`src/rtl/uib_stream_bridge_if.sv`:
```
// uib_stream_bridge_if: byte-stream and UIB bus signals for the stream bridge.
//   rx_*  : inbound command bytes (valid/ready)
//   tx_*  : outbound response bytes (valid/ready)
//   bus_* : single-word UIB master port
// modport master: the bridge side; modport slave: the environment side
// (UART + bus fabric).
interface uib_stream_bridge_if #(
  parameter int XLEN        = 32,
  parameter int SLAVE_WIDTH = 4
);
  logic [7:0]                  rx_data;
  logic                        rx_valid;
  logic                        rx_ready;
  logic [7:0]                  tx_data;
  logic                        tx_valid;
  logic                        tx_ready;
  logic [XLEN-1:0]             bus_dat_i;
  logic [XLEN-1:0]             bus_dat_o;
  logic [XLEN-SLAVE_WIDTH-1:0] bus_addr;
  logic [SLAVE_WIDTH-1:0]      bus_num;
  logic [2:0]                  bus_mode;
  logic                        bus_wen;
  logic                        bus_req;
  logic                        bus_ready;

  modport master (
    input  rx_data, rx_valid, tx_ready, bus_dat_i, bus_ready,
    output rx_ready, tx_data, tx_valid, bus_dat_o, bus_addr, bus_num,
           bus_mode, bus_wen, bus_req
  );

  modport slave (
    output rx_data, rx_valid, tx_ready, bus_dat_i, bus_ready,
    input  rx_ready, tx_data, tx_valid, bus_dat_o, bus_addr, bus_num,
           bus_mode, bus_wen, bus_req
  );
endinterface

```
`src/rtl/uib_stream_bridge.sv`:
```
// uib_stream_bridge: turns byte-stream commands into single-word UIB
// transactions and streams the result back.
//   'W' a3 a2 a1 a0 d3 d2 d1 d0 -> bus write, reply 'K'
//   'R' a3 a2 a1 a0             -> bus read,  reply d3 d2 d1 d0
//   other byte                  -> reply '?'
//   bus timeout                 -> reply 'T'
// Ports:
//   clk, rst : clock, synchronous active-high reset
//   bif      : uib_stream_bridge_if.master (rx bytes, tx bytes, UIB bus)
module uib_stream_bridge #(
  parameter int XLEN        = 32,
  parameter int SLAVE_WIDTH = 4,
  parameter int TIMEOUT     = 1024
) (
  input  logic                  clk,
  input  logic                  rst,
  uib_stream_bridge_if.master   bif
);

  localparam int TW = (TIMEOUT > 2) ? $clog2(TIMEOUT) : 1;
  localparam logic [TW-1:0] TMO_LAST = TW'(TIMEOUT - 2);

  localparam logic [7:0] OP_W    = 8'h57;
  localparam logic [7:0] OP_R    = 8'h52;
  localparam logic [7:0] RSP_OK  = 8'h4B;
  localparam logic [7:0] RSP_BAD = 8'h3F;
  localparam logic [7:0] RSP_TMO = 8'h54;

  typedef enum logic [2:0] {
    S_IDLE, S_ADDR, S_DATA, S_BUS, S_RESP
  } state_t;

  state_t          state_q, state_d;
  logic            op_wr_q, op_wr_d;
  logic [XLEN-1:0] addr_q,  addr_d;
  logic [XLEN-1:0] wdata_q, wdata_d;
  logic [31:0]     resp_q,  resp_d;   // response bytes, next byte in [31:24]
  logic [1:0]      cnt_q,   cnt_d;    // byte index (collect) / bytes left-1 (resp)
  logic [TW-1:0]   tmo_q,   tmo_d;

  logic rx_open, rx_acc, tx_acc;

  assign rx_open = (state_q == S_IDLE) || (state_q == S_ADDR) || (state_q == S_DATA);
  assign rx_acc  = bif.rx_valid && rx_open;
  assign tx_acc  = (state_q == S_RESP) && bif.tx_ready;

  // rx_ready and bus_mode are forced low while rst is held so that every
  // output reads 0 across the reset edge.
  assign bif.rx_ready  = rx_open && !rst;
  assign bif.tx_valid  = (state_q == S_RESP);
  assign bif.tx_data   = resp_q[31:24];
  assign bif.bus_req   = (state_q == S_BUS);
  assign bif.bus_wen   = op_wr_q;
  assign bif.bus_dat_o = wdata_q;
  assign bif.bus_num   = addr_q[XLEN-1 -: SLAVE_WIDTH];
  assign bif.bus_addr  = addr_q[XLEN-SLAVE_WIDTH-1:0];
  assign bif.bus_mode  = rst ? 3'b000 : 3'b010;

  always_ff @(posedge clk) begin
    if (rst) begin
      state_q <= S_IDLE;
      op_wr_q <= 1'b0;
      addr_q  <= '0;
      wdata_q <= '0;
      resp_q  <= '0;
      cnt_q   <= '0;
      tmo_q   <= '0;
    end else begin
      state_q <= state_d;
      op_wr_q <= op_wr_d;
      addr_q  <= addr_d;
      wdata_q <= wdata_d;
      resp_q  <= resp_d;
      cnt_q   <= cnt_d;
      tmo_q   <= tmo_d;
    end
  end

  always_comb begin
    state_d = state_q;
    op_wr_d = op_wr_q;
    addr_d  = addr_q;
    wdata_d = wdata_q;
    resp_d  = resp_q;
    cnt_d   = cnt_q;
    tmo_d   = tmo_q;
    case (state_q)
      S_IDLE: if (rx_acc) begin
        cnt_d = 2'd0;
        if (bif.rx_data == OP_W || bif.rx_data == OP_R) begin
          op_wr_d = (bif.rx_data == OP_W);
          state_d = S_ADDR;
        end else begin
          resp_d  = {RSP_BAD, 24'h0};
          state_d = S_RESP;
        end
      end
      S_ADDR: if (rx_acc) begin
        addr_d = {addr_q[XLEN-9:0], bif.rx_data};
        cnt_d  = cnt_q + 2'd1;
        if (cnt_q == 2'd3) begin
          tmo_d   = '0;
          state_d = op_wr_q ? S_DATA : S_BUS;
        end
      end
      S_DATA: if (rx_acc) begin
        wdata_d = {wdata_q[XLEN-9:0], bif.rx_data};
        cnt_d   = cnt_q + 2'd1;
        if (cnt_q == 2'd3) begin
          tmo_d   = '0;
          state_d = S_BUS;
        end
      end
      S_BUS: begin
        tmo_d = tmo_q + 1'b1;
        // bus_ready takes priority over a timeout landing in the same cycle.
        if (bif.bus_ready) begin
          if (op_wr_q) begin
            resp_d = {RSP_OK, 24'h0};
            cnt_d  = 2'd0;
          end else begin
            resp_d = bif.bus_dat_i[31:0];
            cnt_d  = 2'd3;
          end
          state_d = S_RESP;
        end else if (tmo_q == TMO_LAST) begin
          resp_d  = {RSP_TMO, 24'h0};
          cnt_d   = 2'd0;
          state_d = S_RESP;
        end
      end
      S_RESP: if (tx_acc) begin
        resp_d = {resp_q[23:0], 8'h00};
        if (cnt_q == 2'd0) state_d = S_IDLE;
        else               cnt_d   = cnt_q - 2'd1;
      end
      default: state_d = S_IDLE;
    endcase
  end

endmodule

```
`src/flat_wrapper.sv`:
```
// flat-port wrapper written by rule: the top's interface ports become plain ports
module uib_stream_bridge_flat 
#(
  parameter int XLEN        = 32,
  parameter int SLAVE_WIDTH = 4,
  parameter int TIMEOUT     = 1024
)
  (clk, rst, bif_rx_data, bif_rx_valid, bif_tx_ready, bif_bus_dat_i, bif_bus_ready, bif_rx_ready, bif_tx_data, bif_tx_valid, bif_bus_dat_o, bif_bus_addr, bif_bus_num, bif_bus_mode, bif_bus_wen, bif_bus_req);
  uib_stream_bridge_if #(.XLEN(XLEN), .SLAVE_WIDTH(SLAVE_WIDTH)) bif_i ();
  input  logic clk;
  input  logic rst;
  input wire logic [$bits(bif_i.rx_data)-1:0] bif_rx_data;
  input wire logic [$bits(bif_i.rx_valid)-1:0] bif_rx_valid;
  input wire logic [$bits(bif_i.tx_ready)-1:0] bif_tx_ready;
  input wire logic [$bits(bif_i.bus_dat_i)-1:0] bif_bus_dat_i;
  input wire logic [$bits(bif_i.bus_ready)-1:0] bif_bus_ready;
  output wire logic [$bits(bif_i.rx_ready)-1:0] bif_rx_ready;
  output wire logic [$bits(bif_i.tx_data)-1:0] bif_tx_data;
  output wire logic [$bits(bif_i.tx_valid)-1:0] bif_tx_valid;
  output wire logic [$bits(bif_i.bus_dat_o)-1:0] bif_bus_dat_o;
  output wire logic [$bits(bif_i.bus_addr)-1:0] bif_bus_addr;
  output wire logic [$bits(bif_i.bus_num)-1:0] bif_bus_num;
  output wire logic [$bits(bif_i.bus_mode)-1:0] bif_bus_mode;
  output wire logic [$bits(bif_i.bus_wen)-1:0] bif_bus_wen;
  output wire logic [$bits(bif_i.bus_req)-1:0] bif_bus_req;
  assign bif_i.rx_data = bif_rx_data;
  assign bif_i.rx_valid = bif_rx_valid;
  assign bif_i.tx_ready = bif_tx_ready;
  assign bif_i.bus_dat_i = bif_bus_dat_i;
  assign bif_i.bus_ready = bif_bus_ready;
  assign bif_rx_ready = bif_i.rx_ready;
  assign bif_tx_data = bif_i.tx_data;
  assign bif_tx_valid = bif_i.tx_valid;
  assign bif_bus_dat_o = bif_i.bus_dat_o;
  assign bif_bus_addr = bif_i.bus_addr;
  assign bif_bus_num = bif_i.bus_num;
  assign bif_bus_mode = bif_i.bus_mode;
  assign bif_bus_wen = bif_i.bus_wen;
  assign bif_bus_req = bif_i.bus_req;
  uib_stream_bridge #(.XLEN(XLEN), .SLAVE_WIDTH(SLAVE_WIDTH), .TIMEOUT(TIMEOUT)) u_core (.clk(clk), .rst(rst), .bif(bif_i));
endmodule
```
`config.mk`:
```
export PLATFORM = sky130hd
export DESIGN_NAME = uib_stream_bridge_flat
export DESIGN_NICKNAME = d
export VERILOG_FILES = /design/src/rtl/uib_stream_bridge_if.sv /design/src/rtl/uib_stream_bridge.sv /design/src/flat_wrapper.sv
export SDC_FILE = /design/constraint.sdc
export NUM_CORES = 1
export LEC_CHECK = 0
export ABC_AREA = 1
export BUFFER_PORTS_ARGS = -buffer_cell sky130_fd_sc_hd__buf_2
export CORE_MARGIN = 2
export CORE_UTILIZATION = 55
export CTS_BUF_LIST = sky130_fd_sc_hd__clkbuf_4 sky130_fd_sc_hd__clkbuf_8
export DETAILED_ROUTE_END_ITERATION = 10
export PLACE_DENSITY_LB_ADDON = 0.08
export SLEW_MARGIN = 20
export SYNTH_ARGS = -nofsm -noshare
export SYNTH_HDL_FRONTEND = slang
export SYNTH_SLANG_ARGS = --single-unit
```
`constraint.sdc`:
```
create_clock -name clk -period 2.09 [get_ports clk]
set_input_delay 0.209 -clock clk [delete_from_list [all_inputs] [get_ports clk]]
set_output_delay 0.209 -clock clk [all_outputs]
set_load 0.02 [all_outputs]
```
==> metrics.csv <==
stage,metric,value,unit
outcome,status,"finished, final reports clean",
worst_setup_path,Startpoint Class,flop,
worst_setup_path,kind of critical path,flop to output pin,
detailed_routing,DRC marker count from the first detailed-route iteration,203,
power_and_ir_drop,VDD IR max,0.648,mV
worst_setup_path,FF-to-FF Start,u_core.tmo_q[0],
logic_synthesis,Synth area leader,dfxtp_1,
power_and_ir_drop,power per cell area,1140,mW/mm^2
logic_synthesis,most area-consuming cells after synthesis,"dfxtp_1 (44%), nor2_1 (13%), nand2_1 (11%)",
layout,Nets,907,
detailed_routing,DRC,0,
grt,largest net degree at the start of global routing,58,
logic_synthesis,XOR/XNOR Fraction of Synth Area,0,
detailed_routing,Total Wirelength,12.0,mm
hold_path,Hold Path Cell Cnt,3,
clock_tree,hold bufs inserted after CTS,0,
worst_setup_path,R2R cell count,11,
detailed_routing,WL/cell,12.3,microns
logic_synthesis,mean post-synth cell area,6.65,sq um
layout,"commonest non-fill, non-tap cell in the layout",nor2_1,
power_and_ir_drop,Leakage,2.87,nW
logic_synthesis,synthesized area,0.00510,sq mm
detailed_routing,via/cell ratio,5.20,
grt,met2 usage,0.408,
sta,TNS Setup,0,ps
layout,Layout fillers,875,
clock_tree,CTS tree,yes,
detailed_routing,DRT antenna net count,0,
detailed_routing,DR vias,5072,
placement,IO buf count,121,
worst_setup_path,worst r2r dst,u_core.resp_q[2],
sta,RSZ-0062 raised after global routing,no,
clock_tree,CTS resizes,0,
clock_tree,clk buf depth,2,
die,die area,0.0101,sq mm
clock_tree,CTS Buf Count,9,
layout,# diodes,0,
logic_synthesis,#FFs+latches synth,112,
logic_synthesis,share of the synthesized area in the top cell type,0.440,
grt,antenna violations before repair,0,
placement,gpl congestion,0.946,
sta,Setup Viol. Count Final,0,
die,Core Region,0.00911,sq mm
die,Die Height,100,microns
logic_synthesis,Synth Instances,766,
sta,Tcrit/Tclk final,0.899,
logic_synthesis,simple-gate area share of the yosys netlist,0.339,
logic_synthesis,post-synthesis adder-cell area fraction,0.00491,
clock_tree,Clock transition at path regs,120,ps
layout,area grow syn2layout,15.7,%
flow_run,maxcap violations,0,
layout,share of cells above drive strength 1,0.192,
grt,global route total overflow,0,
placement,Detail Placement HPWL,8.52,mm
sta,Final min period,1880,ps
die,Die Wd,100,microns
die,Initial Utilization,0.559,
die,IO Pins,124,
hold_path,Hold EP,u_core.bif.bus_dat_o[3],
grt,met1 usage,0.281,
sta,Slew Limit Fails,0,
grt,first-pass GRT wire length,19.7,mm
grt,Global Route Usage Sum,0.236,
logic_synthesis,synth unique cells,22,
clock_tree,H-tree levels,3,
worst_setup_path,R2R setup slack,340,ps
clock_tree,clk root buf,clkbuf_8,
clock_tree,CTS sink cnt,112,
sta,final hold violations,0,
placement,placed cell areas,0.00569,sq mm
detailed_routing,DR pass1 iterations,4,
worst_setup_path,crit path DAT,1670,ps
grt,number of global-route vias before repair,4578,
logic_synthesis,post-synthesis compound-gate area fraction,0.114,
worst_setup_path,"Req. time, crit path",1880,ps
sta,skew final,17.3,ps
layout,"commonest non-fill, non-tap cells in the layout","nor2_1 (180), nand2_1 (148), buf_2 (121)",
worst_setup_path,critical path endpoint category,output pin,
layout,final instance area,0.00589,sq mm
grt,busiest grt layer,met2,
die,row count,35,
logic_synthesis,yosys warns,0,
logic_synthesis,"Seq/Total Area, Yosys",0.440,
hold_path,Hold/Removal Path Class,input pin to flop,
grt,met3 global-route usage,0.0620,
sta,FMAX,0.532,GHz
hold_path,Hold Startpoint,bif_rx_data[3],
worst_setup_path,Crit Path Max Fanout,10,
clock_tree,clk_lat worst skew,380,ps
layout,Util after Layout,0.647,
logic_synthesis,mux contribution to synthesized area,0,
clock_tree,Setup Buffers After CTS,0,
logic_synthesis,main combinational cell family by area after synthesis,simple AND/OR/NAND/NOR gates,
==> power breakdown <==
part	total [mW]	switching [mW]	internal [mW]
Clock	1.31	0.820	0.488
Combinational	2.65	1.78	0.867
Sequential	2.74	0.226	2.51
==> cells in the mapped netlist (all sizes together) <==
cell	number
nor2	186
nand2	150
dfxtp	112
nand3	78
a21oi	64
inv	57
o21ai	52
buf	33
clkbuf	20
clkinv	3
nand4	3
nor3	3
ha	2
or2	2
conb	1
==> critical path, stage by stage (launching register included) <==
cell and delay, ps:
dfxtp_1 430, inv_2 60, nor2_2 90, nand2_1 100, buf_4 200, inv_1 210
buf_2 210
==> state kept, by name (all words and copies together) (netlist names) <==
name	flops
u_core.addr_q	32
u_core.bif.bus_dat_o	32
u_core.resp_q	32
u_core.tmo_q	10
u_core.state_q	3
u_core.cnt_q	2
u_core.bif.bus_wen	1
==> cell families after synthesis <==
family                   Yosys count
other                              1
flip-flops                       112
AO/OA/AOI/OAI                    116
buffers and inverters            113
adder cells (fa/ha/maj)            2
AND/OR/NAND/NOR                  422
==> metal layers <==
layer  vias to the layer above  wire length [microns]
li1                       2590                      -
met1                      2322                   5190
met2                       144                   5870
met3                        16                    796
met4                         0                    173
met5                         -                      0
==> metrics by stage <==
stage,hold slack [ps],power [mW],worst slack [ps],instances
after floorplan,337,4.86,626,767
after global placement,447,5.36,483,960
after detailed placement,452,5.44,372,960
after CTS,65.5,6.75,202,976
after global routing,92.0,7.23,87.5,976
final,80.6,6.69,212,976
==> layout make-up <==
class,instances,area (sq um),area share
Timing Repair Buffer,135,736,0.125
Clock buffer,9,124,0.0210
Clock inverter,7,80.1,0.0136
Inverter,60,225,0.0382
Sequential cell,112,2240,0.380
Tap cell,111,139,0.0236
Multi-Input combinational cell,542,2350,0.398
==> worst max-delay path by stage <==
stage / from / endpoint / slack [ps]
3_3_place_gp: u_core.tmo_q[0] / u_core.resp_q[31] / 480
6_report: u_core.state_q[1] / bif_bus_req / 210
3_5_place_dp: u_core.tmo_q[0] / u_core.resp_q[21] / 370
4_1_cts: u_core.state_q[1] / bif_bus_req / 200
2_1_floorplan: u_core.tmo_q[0] / u_core.resp_q[24] / 630
5_1_grt: u_core.state_q[1] / bif_bus_req / 90
(Power assumes the default switching activity.)
